File: config.mk
export PLATFORM = sky130hd
export DESIGN_NAME = z_mem_stage_flat
export DESIGN_NICKNAME = d
export VERILOG_FILES = /design/src/rtl/z_mem_stage_if.sv /design/src/rtl/z_mem_stage.sv /design/src/flat_wrapper.sv
export SDC_FILE = /design/constraint.sdc
export NUM_CORES = 1
export LEC_CHECK = 0
export CORE_MARGIN = 5
export CORE_UTILIZATION = 45
export DETAILED_ROUTE_END_ITERATION = 8
export DONT_BUFFER_PORTS = 1
export SETUP_SLACK_MARGIN = 0.3
export SYNTH_ARGS = -nofsm -noshare
export SYNTH_HDL_FRONTEND = slang
export SYNTH_SLANG_ARGS = --single-unit
File: constraint.sdc
create_clock -name clk -period 3.82 [get_ports clk]
set_input_delay 0.382 -clock clk [delete_from_list [all_inputs] [get_ports clk]]
set_output_delay 0.382 -clock clk [all_outputs]
set_load 0.1 [all_outputs]
File: src/rtl/z_mem_stage_if.sv
// z_mem_stage_if: upstream, memory and writeback signals of the memory stage.
// The master side drives the ALU result and memory response; the slave side is the stage itself.
interface z_mem_stage_if;
   logic        in_valid, in_ready, alu_zero;
   logic [31:0] alu_out, ins_in, store_data, pc_plus4;
   logic        mem_req, mem_we, mem_ack;
   logic [31:0] mem_addr, mem_wdata, mem_rdata;
   logic        wb_valid, wb_we, mem_err, branch_taken;
   logic [4:0]  wb_rd;
   logic [31:0] wb_data, branch_target;
   modport master (
      output in_valid, alu_out, alu_zero, ins_in, store_data, pc_plus4, mem_ack, mem_rdata,
      input  in_ready, mem_req, mem_we, mem_addr, mem_wdata, wb_valid, wb_we, wb_rd, wb_data,
             mem_err, branch_taken, branch_target
   );
   modport slave (
      input  in_valid, alu_out, alu_zero, ins_in, store_data, pc_plus4, mem_ack, mem_rdata,
      output in_ready, mem_req, mem_we, mem_addr, mem_wdata, wb_valid, wb_we, wb_rd, wb_data,
             mem_err, branch_taken, branch_target
   );
endinterface

File: src/rtl/z_mem_stage.sv
// z_mem_stage: MIPS-style memory stage (IDLE -> [MEM_WAIT] -> WB) with ack timeout.
// Define Z_BRANCH_RESOLVE_EN to resolve beq/bne branches in the WB cycle.
module z_mem_stage #(
   parameter int ACK_TIMEOUT = 15
) (
   input logic clk,
   input logic rst,
   z_mem_stage_if.slave m
);
   typedef enum logic [1:0] {IDLE, MEM_WAIT, WB} state_t;
   state_t      state, state_nx;
   logic [31:0] ins_r, alu_r, sdata_r, pc4_r;
   logic        zero_r, err_r;
   logic [7:0]  cnt;
   logic [5:0]  op;
   logic [4:0]  dest;
   logic        accept, in_mem, in_align, timeout, is_lw, is_sw, is_r, has_dest, unused_ok;
   assign accept   = m.in_valid && m.in_ready;
   assign in_mem   = m.ins_in[31:26] == 6'b100011 || m.ins_in[31:26] == 6'b101011;
   assign in_align = m.alu_out[1:0] == 2'b00;
   assign op       = ins_r[31:26];
   assign is_lw    = op == 6'b100011;
   assign is_sw    = op == 6'b101011;
   assign is_r     = op == 6'b000000;
   assign has_dest = (is_r && ins_r[5:0] inside {6'b100001, 6'b100011, 6'b101111, 6'b000000, 6'b000010})
                  || op == 6'b001001 || op == 6'b001100 || is_lw;
   assign dest     = has_dest ? (is_r ? ins_r[15:11] : ins_r[20:16]) : 5'd0;
   // An ack in the final allowed wait cycle wins over the timeout.
   assign timeout  = state == MEM_WAIT && !m.mem_ack && cnt + 8'd1 == 8'(ACK_TIMEOUT);
   assign unused_ok = ^{ins_r, zero_r, pc4_r};
   always_comb begin
      state_nx = state == IDLE     ? (accept ? (in_mem && in_align ? MEM_WAIT : WB) : IDLE)
               : state == MEM_WAIT ? (m.mem_ack || timeout ? WB : MEM_WAIT)
               : IDLE;
   end
   always_ff @(posedge clk) begin
      if (rst) begin
         state   <= IDLE;
         ins_r   <= '0;
         alu_r   <= '0;
         sdata_r <= '0;
         pc4_r   <= '0;
         zero_r  <= 1'b0;
         err_r   <= 1'b0;
         cnt     <= '0;
      end else begin
         state <= state_nx;
         if (accept) begin
            ins_r   <= m.ins_in;
            alu_r   <= m.alu_out;
            sdata_r <= m.store_data;
            pc4_r   <= m.pc_plus4;
            zero_r  <= m.alu_zero;
            err_r   <= in_mem && !in_align;
            cnt     <= '0;
         end
         if (state == MEM_WAIT) begin
            if (m.mem_ack) begin
               if (is_lw) alu_r <= m.mem_rdata;
            end else begin
               cnt <= cnt + 8'd1;
               if (timeout) err_r <= 1'b1;
            end
         end
      end
   end
   assign m.in_ready  = state == IDLE;
   assign m.mem_req   = state == MEM_WAIT;
   assign m.mem_we    = m.mem_req && is_sw;
   assign m.mem_addr  = m.mem_req ? alu_r : '0;
   assign m.mem_wdata = m.mem_req ? sdata_r : '0;
   assign m.wb_valid  = state == WB;
   assign m.wb_we     = m.wb_valid && !err_r && dest != 5'd0;
   assign m.wb_rd     = m.wb_valid ? dest : '0;
   assign m.wb_data   = m.wb_valid ? alu_r : '0;
   assign m.mem_err   = m.wb_valid && err_r;
`ifdef Z_BRANCH_RESOLVE_EN
   logic is_br;
   assign is_br           = op == 6'b000100 || op == 6'b000101;
   assign m.branch_taken  = m.wb_valid && is_br && zero_r;
   assign m.branch_target = m.branch_taken ? pc4_r + {{14{ins_r[15]}}, ins_r[15:0], 2'b00} : '0;
`else
   assign m.branch_taken  = 1'b0;
   assign m.branch_target = '0;
`endif
endmodule

File: src/flat_wrapper.sv
// flat-port wrapper written by rule: the top's interface ports become plain ports
module z_mem_stage_flat 
#(
   parameter int ACK_TIMEOUT = 15
)
  (clk, rst, m_in_valid, m_alu_out, m_alu_zero, m_ins_in, m_store_data, m_pc_plus4, m_mem_ack, m_mem_rdata, m_in_ready, m_mem_req, m_mem_we, m_mem_addr, m_mem_wdata, m_wb_valid, m_wb_we, m_wb_rd, m_wb_data, m_mem_err, m_branch_taken, m_branch_target);
  z_mem_stage_if m_i ();
  input logic clk;
  input logic rst;
  input wire logic [$bits(m_i.in_valid)-1:0] m_in_valid;
  input wire logic [$bits(m_i.alu_out)-1:0] m_alu_out;
  input wire logic [$bits(m_i.alu_zero)-1:0] m_alu_zero;
  input wire logic [$bits(m_i.ins_in)-1:0] m_ins_in;
  input wire logic [$bits(m_i.store_data)-1:0] m_store_data;
  input wire logic [$bits(m_i.pc_plus4)-1:0] m_pc_plus4;
  input wire logic [$bits(m_i.mem_ack)-1:0] m_mem_ack;
  input wire logic [$bits(m_i.mem_rdata)-1:0] m_mem_rdata;
  output wire logic [$bits(m_i.in_ready)-1:0] m_in_ready;
  output wire logic [$bits(m_i.mem_req)-1:0] m_mem_req;
  output wire logic [$bits(m_i.mem_we)-1:0] m_mem_we;
  output wire logic [$bits(m_i.mem_addr)-1:0] m_mem_addr;
  output wire logic [$bits(m_i.mem_wdata)-1:0] m_mem_wdata;
  output wire logic [$bits(m_i.wb_valid)-1:0] m_wb_valid;
  output wire logic [$bits(m_i.wb_we)-1:0] m_wb_we;
  output wire logic [$bits(m_i.wb_rd)-1:0] m_wb_rd;
  output wire logic [$bits(m_i.wb_data)-1:0] m_wb_data;
  output wire logic [$bits(m_i.mem_err)-1:0] m_mem_err;
  output wire logic [$bits(m_i.branch_taken)-1:0] m_branch_taken;
  output wire logic [$bits(m_i.branch_target)-1:0] m_branch_target;
  assign m_i.in_valid = m_in_valid;
  assign m_i.alu_out = m_alu_out;
  assign m_i.alu_zero = m_alu_zero;
  assign m_i.ins_in = m_ins_in;
  assign m_i.store_data = m_store_data;
  assign m_i.pc_plus4 = m_pc_plus4;
  assign m_i.mem_ack = m_mem_ack;
  assign m_i.mem_rdata = m_mem_rdata;
  assign m_in_ready = m_i.in_ready;
  assign m_mem_req = m_i.mem_req;
  assign m_mem_we = m_i.mem_we;
  assign m_mem_addr = m_i.mem_addr;
  assign m_mem_wdata = m_i.mem_wdata;
  assign m_wb_valid = m_i.wb_valid;
  assign m_wb_we = m_i.wb_we;
  assign m_wb_rd = m_i.wb_rd;
  assign m_wb_data = m_i.wb_data;
  assign m_mem_err = m_i.mem_err;
  assign m_branch_taken = m_i.branch_taken;
  assign m_branch_target = m_i.branch_target;
  z_mem_stage #(.ACK_TIMEOUT(ACK_TIMEOUT)) u_core (.clk(clk), .rst(rst), .m(m_i));
endmodule
-- Word-level counts from Yosys, hierarchy flattened
Index checks and enable logic that the tools add are counted.
- output and inout port bits: 140
- input port bits: 165
- bits in registers: 107
- logic and storage cells: 66
- eq/ne operators: 13
- $add $sub $neg: 1
- reductions and logical operators: 24
- mux-type cells: 22
- operator list (kind ; count):
    2-to-1 mux 32 bit ; 7
    == test 6 bit (second input constant) ; 7
    2-to-1 mux 8 bit ; 3
    2-to-1 mux 5 bit ; 3
    == test 6 x 4 -> 1 bit (second input constant) ; 2
    logical NOT 6 bit ; 2
    logical AND 1 bit ; 10
    2-to-1 mux 2 bit ; 5
    nonzero test 5 bit ; 2
    adder 8 x 1 -> 8 bit (second input constant) ; 1
    == test 8 x 4 -> 1 bit (second input constant) ; 1
    == test 6 x 2 -> 1 bit (second input constant) ; 1
    logical OR 1 bit ; 5
    logical NOT 2 bit ; 2
    2-to-1 mux 1 bit ; 4
    logical NOT 1 bit ; 3
    == test 2 x 1 -> 1 bit (second input constant) ; 1
    == test 2 bit (second input constant) ; 1

-- Depth between registers and ports, before layout
Gate-level depths: netlist of run 1.
- word-level depth: 9
- gate-level depth with buffers: 6
- mapped depth without buffers: 6

-- Least setup slack after synthesis of run 1
Ideal clock, no wire load.
- path kind: register to output
- start: reg u_core.ins_r[28]
- end: out m_wb_we
- stages on the path, launching flop included: 5
- buffers on the path: 0
- arrival time: 4458 ps
- slack: -1020 ps
- required time: 3438 ps
- cell sequence: dfxtp_1 or3_1 a211oi_1 o221ai_1 a2111oi_1
- cells in the longest elaborated chain, start to end: 8
- elaborated cells on any way between the ends: 12
- those cells by class: eq/ne (3); mux (2); reduce/logical (7)
- ends and longest elaborated chain (element ; line ; RTL):
    from (decl) ; z_mem_stage.sv:12 ; logic [31:0] ins_r, alu_r, sdata_r, pc4_r;
    from (signal assigned) ; z_mem_stage.sv:49 ; ins_r <= m.ins_in;
    logical NOT 6 bit ; z_mem_stage.sv:24 ; assign is_r = op == 6'b000000;
    logical AND 1 bit ; z_mem_stage.sv:25 ; assign has_dest = (is_r && ins_r[5:0] inside {6'b100001, 6'b100011, 6'b101111, 6'b000000, 6'b000010})
    logical OR 1 bit (3 in a row) ; z_mem_stage.sv:26 ; || op == 6'b001001 || op == 6'b001100 || is_lw;
    2-to-1 mux 5 bit * ; z_mem_stage.sv:27 ; assign dest = has_dest ? (is_r ? ins_r[15:11] : ins_r[20:16]) : 5'd0;
    nonzero test 5 bit * ; z_mem_stage.sv:73 ; assign m.wb_we = m.wb_valid && !err_r && dest != 5'd0;
    logical AND 1 bit * ; z_mem_stage.sv:73 ;
    to (decl) ; flat_wrapper.sv:24 ; output wire logic [$bits(m_i.wb_we)-1:0] m_wb_we;
Every way passes the cells marked *; elsewhere a longest branch is shown, timed or not.

-- Final worst setup path of run 1
- start: reg u_core.ins_r[29]
- end: out m_wb_we
Same word-level chain as after synthesis.

==> impl_metrics.toml, run 1 <==
[status]
status = "finished, final reports clean"

[clocking]
post_cts_resized = 0
clk_pin_slew_ns = 0.07
clock_path_buffers = 2
root_buffer = "clkbuf_16"
cts_inserted_buffers = 9
cts_hold_buf = 0
cts_tree = "built"
postCtsSetupBuffers = 0
cts_sinks = 97
htreeDepth = 3
worst_skew_pair.late_latency_ns = 0.35

[synthesis]
synth_commonest_cells = "nand2_1, and2_1, dfxtp_1, a21oi_1, nor2_1"
synth.most_common_cell = "nand2_1"
synth_edf_count = 0
yosysTopAreaCell = "dfxtp_1"
post_synth.cell_area_avg_sq_um = 7.757
synth_seq_cells = 97
synthTopCellsByArea = "dfxtp_1, nand2_1, and2_1, a311oi_2, a21oi_1"
ys.flop_type = "dfxtp_1"
seq_area_frac_synth_pct = 37.08
synth_top_area_share_pct = 37.08
syn_area_sq_mm = 0.005236
ys_types = 47
async_flop_share_pct = 0
netlist_instances = 675
yosysWarnings = 0

[placement]
gp_congestion = 0.7923
placed_area_sq_mm = 0.005667
io_buffers = 0
dp_cells = 844
pre_cts_ws_ns = 1.130
place_hpwl_microns = 10180

[sta]
period_needed_ns = 2.879
finalHoldViolations = 0
setup_slack_ns = 0.9412
totalNegativeSetupSlack_ns = 0
tightestPinTransition_ns = 1.107
fmax_ghz = 0.3474
clock_skew_ns = 0.009272
slew_headroom_pct = 26.20
setup_viol = 0
rsz0062_at_grt = "false"
post-route-period-util_pct = 75.36
maxSlewViolCount = 0

[flow_run]
maxCapViolations = 0

[critical_path]
crit_family = "compound AO/OA/AOI/OAI gates"
worstPathRequired_ns = 3.44
rrSetupSlack_ns = 1.13
crit_path_start_kind = "flip-flop"
timing.critical_path.slowest_cell_delay_ns = 0.44
crit_chain = "or3_1 > a211oi_1 > o221ai_1 > a2111oi_4 > buf_4"
timing.critical_path.slowest_stage_cell = "o221ai_1"
critPathArrivalTime_ns = 2.50
critical_path.max_fanout = 7
worst-path-buf-inv = 1
worstSetupEndpointType = "output port"
critPathKind = "reg -> out"

[cells_and_area]
drive_gt1_share_pct = 19.80
design_area_sq_mm = 0.005976
multi_input_area_sq_mm = 0.002968
antennaDiodeCount = 0
fillers = 1082
nNetsFinal = 879
syn_to_final_growth_pct = 14.12
stdcell_count = 860
seqCellArea_sq_mm = 0.001942
utilization_pct = 52.33

[global_route]
gr-total-overflow = 0
grt_pass1_wl_microns = 22590
grt_usage_pct = 19.75
grt_pass1_vias = 4241
antenna_found_initial = 0
grt_max_degree = 99

[die]
die_width_microns = 117.9
num_rows = 39
die_h_microns = 117.9
io_pins = 305
initial_core_util_pct = 45.86
fp.coreArea_sq_mm = 0.01142
die_area_sq_mm = 0.01389

[power]
peakVddDrop_v = 0.0002921
p_clk_share_pct = 38.4
seq_power_share_pct = 45.4
p_sw_uw = 767.9
switching_share_pct = 31.62
power_density_mw_per_mm2 = 406.4
p_comb_share_pct = 16.2
p_int_uw = 1661
p_leak_uw = 0.002426

[drt]
detail_route.vias_per_cell = 5.306
antenna_left = 0
vias = 4563
drcViolationCount = 0
drt_wl_total_microns = 14450
avgRoutedWirePerCell_microns = 16.80
drt_iter0_markers = 309
dr.pass1.iters = 4

[min_path]
hold_class = "in -> reg"
power groups by stage:
| stage | Combinational (uW) | Clock, uW | Sequential (uW) |
|---|---|---|---|
| 2_1_floorplan | 395 | 0 | 1110 |
| 3_3_place_gp | 386 | 0 | 1120 |
| 3_5_place_dp | 394 | 0 | 1130 |
| 4_1_cts | 394 | 964 | 1100 |
| 5_1_grt | 418 | 1010 | 1110 |
| 6_report | 393 | 933 | 1100 |
cell usage in the layout (no fill, tap or decap), drive strengths merged, types with 2 or more instances in the layout:
master	synthesis	final
nand2	182	182
and2	97	97
dfxtp	97	97
buf	46	76
a21oi	66	66
nor2	47	47
a311oi	34	34
conb	1	33
nand3	9	9
clkbuf	36	9
o21ai	6	6
inv	2	5
nor2b	4	4
or4	4	4
nand2b	3	3
nand4	3	3
or3	3	3
a211oi	3	3
nor4	3	3
or3b	3	3
a21o	2	2
nor3	2	2
and3	2	2
a41oi	2	2
ha	2	2
clkinv	0	2
nor3b	2	2
logic make-up after synthesis:
kind of cell,synth area share [%]
XOR/XNOR,0.1673
adder cells (fa/ha/maj),0.4778
AND/OR/NAND/NOR,33.43
buffers and inverters,9.869
AO/OA/AOI/OAI,18.71
multiplexers,0.1912
flip-flops,37.08
other,0.07162
layout make-up:
| cell class | instances | share of cell area (%) |
|---|---|---|
| Timing Repair Buffer | 76 | 9.548 |
| Multi-Input combinational cell | 526 | 49.67 |
| Tap cell | 143 | 2.994 |
| Clock inverter | 7 | 1.403 |
| Sequential cell | 97 | 32.50 |
| Clock buffer | 9 | 3.769 |
| Inverter | 2 | 0.1256 |
metal layers:
metal / vias to the layer above / wire length (microns) / global-route usage, %
met5: - / 0 / 0
met3: 15 / 1278 / 7.064
li1: 2254 / - / -
met4: 0 / 204 / 6.165
met2: 197 / 7173 / 33.63
met1: 2097 / 5793 / 23.17
worst paths after layout:
| kind | startpoint | to | depth (start not counted) |
|---|---|---|---|
| max reg2reg | u_core.state[0] | u_core.alu_r[2] | 5 |
| min | rst | u_core.sdata_r[4] | 1 |
| min reg2reg | u_core.sdata_r[1] | u_core.sdata_r[1] | 2 |
| max | u_core.ins_r[29] | m_wb_we | 5 |
sequential cells by signal, summed over array words and instances (netlist names):
| name | cells |
|---|---|
| u_core.alu_r | 32 |
| u_core.cnt | 8 |
| u_core.err_r | 1 |
| u_core.ins_r | 22 |
| u_core.sdata_r | 32 |
| u_core.state | 2 |
worst reg2reg max path, delay by kind of cell, from the launching register on:
| kind | cells | cell delay, ns |
|---|---|---|
| buffers and inverters | 1 | 0.43 |
| flip-flops | 1 | 0.53 |
| AND/OR/NAND/NOR | 3 | 1.53 |
| AO/OA/AOI/OAI | 1 | 0.06 |
metrics by stage:
step,total power (uW),hold slack (ns)
CTS,2461,0.08310
global route,2535,0.08234
global placement,1509,0.4313
finish,2429,0.1067
floorplan,1508,0.4310
detailed placement,1519,0.4356
Note: power is estimated with default switching activity, not from simulation.
==> run 2, diff against run 1 <==
==> constraint.sdc (replaced) <==
create_clock -name clk -period 2.4 [get_ports clk]
set_input_delay 0.24 -clock clk [delete_from_list [all_inputs] [get_ports clk]]
set_output_delay 0.24 -clock clk [all_outputs]
set_load 0.1 [all_outputs]
==> run 2 against run 1 <==
  * The run now ends with hold timing left
  * Sequential power is 60% higher
  * Hold slack worse by 0.13 ns
  * Die area did not move
  * Wire length is 12% higher
  * Global-route usage up 1.9 points
  * Worst setup slack got worse by 0.80 ns
  * Critical path depth up 1
  * Utilization is 9.3 points higher
  * Critical endpoint is now m_wb_rd[4]
  * Largest cell class unchanged
  * Highest routed layer unchanged
==> impl_metrics.toml, run 2 (same netlist as run 1, synthesis figures left out) <==
[placement]
gp_congestion = 0.7900
io_buffers = 0
place_hpwl_microns = 11070

[clocking]
cts_tree = "built"
root_buffer = "clkbuf_16"
cts_inserted_buffers = 9
clock_path_buffers = 2
clk_pin_slew_ns = 0.07
cts_sinks = 97
worst_skew_pair.late_latency_ns = 0.34
htreeDepth = 3

[power]
p_leak_uw = 0.002780
peakVddDrop_v = 0.0004716
power_density_mw_per_mm2 = 536.9
power.total_uw = 3781

[cells_and_area]
drive_gt1_share_pct = 28.55
fillers = 996
antennaDiodeCount = 0
utilization_pct = 61.68
final_cell_mix = "nand2_1, dfxtp_1, and2_1, a21oi_1, buf_4"
layout_commonest_cell = "nand2_1"
nNetsFinal = 915
top_regs = "u_core.alu_r: 32 flops, u_core.sdata_r: 32 flops, u_core.ins_r: 22 flops"
syn_to_final_growth_pct = 34.50

[min_path]
hold_class = "in -> reg"

[sta]
maxSlewViolCount = 0
rsz0062_at_grt = "true"
post-route-period-util_pct = 93.97
slew_headroom_pct = 48.03
clock_skew_ns = 0.006484
fmax_ghz = 0.4434
hold_ws_ns = -0.02499
totalNegativeSetupSlack_ns = 0
tightestPinTransition_ns = 0.7796
period_needed_ns = 2.255
setup_viol = 0
finalHoldViolations = 8

[drt]
drt_wl_total_microns = 16120
drt_iter0_markers = 237
dr.pass1.iters = 4
detail_route.vias_per_cell = 5.384
antenna_left = 0
drcViolationCount = 0
vias = 4824
avgRoutedWirePerCell_microns = 17.99

[die]
die_area_sq_mm = 0.01389
initial_core_util_pct = 45.86
num_rows = 39
fp.coreArea_sq_mm = 0.01142
io_pins = 305
die_width_microns = 117.9
die_h_microns = 117.9

[global_route]
grt_pass1_vias = 4732
antenna_found_initial = 0
grt_usage_pct = 21.67
grt_max_degree = 99
gr-total-overflow = 0
grt_pass1_wl_microns = 25030

[critical_path]
critPathKind = "reg -> out"
critPathArrivalTime_ns = 2.02
timing.rr.end = "u_core.alu_r[30]"
crit_path_start_kind = "flip-flop"
worstSetupEndpointType = "output port"
r2r-start = "u_core.ins_r[28]"
reg2regPathDepth = 6
critical_path.max_fanout = 3
rrSetupSlack_ns = 0.29
setup.worst_path.end = "m_wb_rd[4]"
worstSetupStartpoint = "u_core.ins_r[29]"
worstPathRequired_ns = 2.16

[status]
violations = "hold timing"
status = "finished, violations left"

[flow_run]
maxCapViolations = 0
==> run 2: changes by cell type in the layout (fill, tap and decap cells not counted), sizes merged <==
| cell | change |
|---|---|
| inv | -3 |
| clkinv | +2 |
| or3b | +1 |
| clkbuf | +2 |
| buf | +34 |
| bufinv | -1 |
| clkinvlp | +1 |
==> run 2: metrics by stage <==
step / instance area (sq um) / worst slack (ns) / instances
CTS: 6984 / 0.1608 / 894
floorplan: 5444 / -0.1017 / 707
global route: 7043 / 0.09723 / 896
detailed placement: 6570 / 0.3232 / 873
finish: 7043 / 0.1448 / 896
global placement: 6570 / 0.3784 / 873
==> run 2: final cells by class <==
type	instances	area (sq um)	share of cell area [%]
Timing Repair inverter	1	7.507	0.1066
Timing Repair Buffer	110	1500	21.30
Clock buffer	11	242.7	3.446
Clock inverter	5	31.28	0.4441
Sequential cell	97	1953	27.73
Tap cell	143	178.9	2.540
Inverter	2	10.01	0.1421
Multi-Input combinational cell	527	3119	44.29
==> run 2: worst min-delay path by stage <==
| stage | from | end | slack [ns] | depth (start not counted) |
|---|---|---|---|---|
| finish | rst | u_core.alu_r[22] | -0.02 | 1 |
| global route | rst | u_core.alu_r[23] | -0.04 | 1 |
| CTS | rst | u_core.alu_r[22] | -0.04 | 1 |
| detailed placement | rst | u_core.alu_r[22] | 0.32 | 1 |
| global placement | rst | u_core.alu_r[21] | 0.32 | 1 |
| floorplan | m_ins_in[4] | u_core.ins_r[4] | 0.38 | 2 |
==> run 2: metal layers <==
metal / global-route usage, % / wire length (microns)
met1: 24.73 / 6427
met3: 6.487 / 1275
met2: 37.69 / 7946
met4: 8.746 / 472
met5: 0 / 0
==> run 2: power by group <==
group | switching (uW) | internal [uW] | leakage [uW]
clock network | 602 | 728 | 0.000135
registers | 59.7 | 1700 | 0.000799
logic | 532 | 161 | 0.00185
total | 1190 | 2590 | 0.00278
==> run 2: repair_timing <==
item	4_1_cts	5_1_grt
gates cloned	1	1
endpoints found under the setup margin	69	41
pin swaps	4	4
resized for setup	27	14
buffers inserted	4	1
endpoints found under the hold margin	96	84
==> run 2: critical path, stage by stage (launching register included) <==
cell and delay, ns:
dfxtp_4 0.35, or3_4 0.38, a211oi_4 0.20, o221ai_2 0.20, buf_4 0.18, a21oi_4 0.16
buf_12 0.20
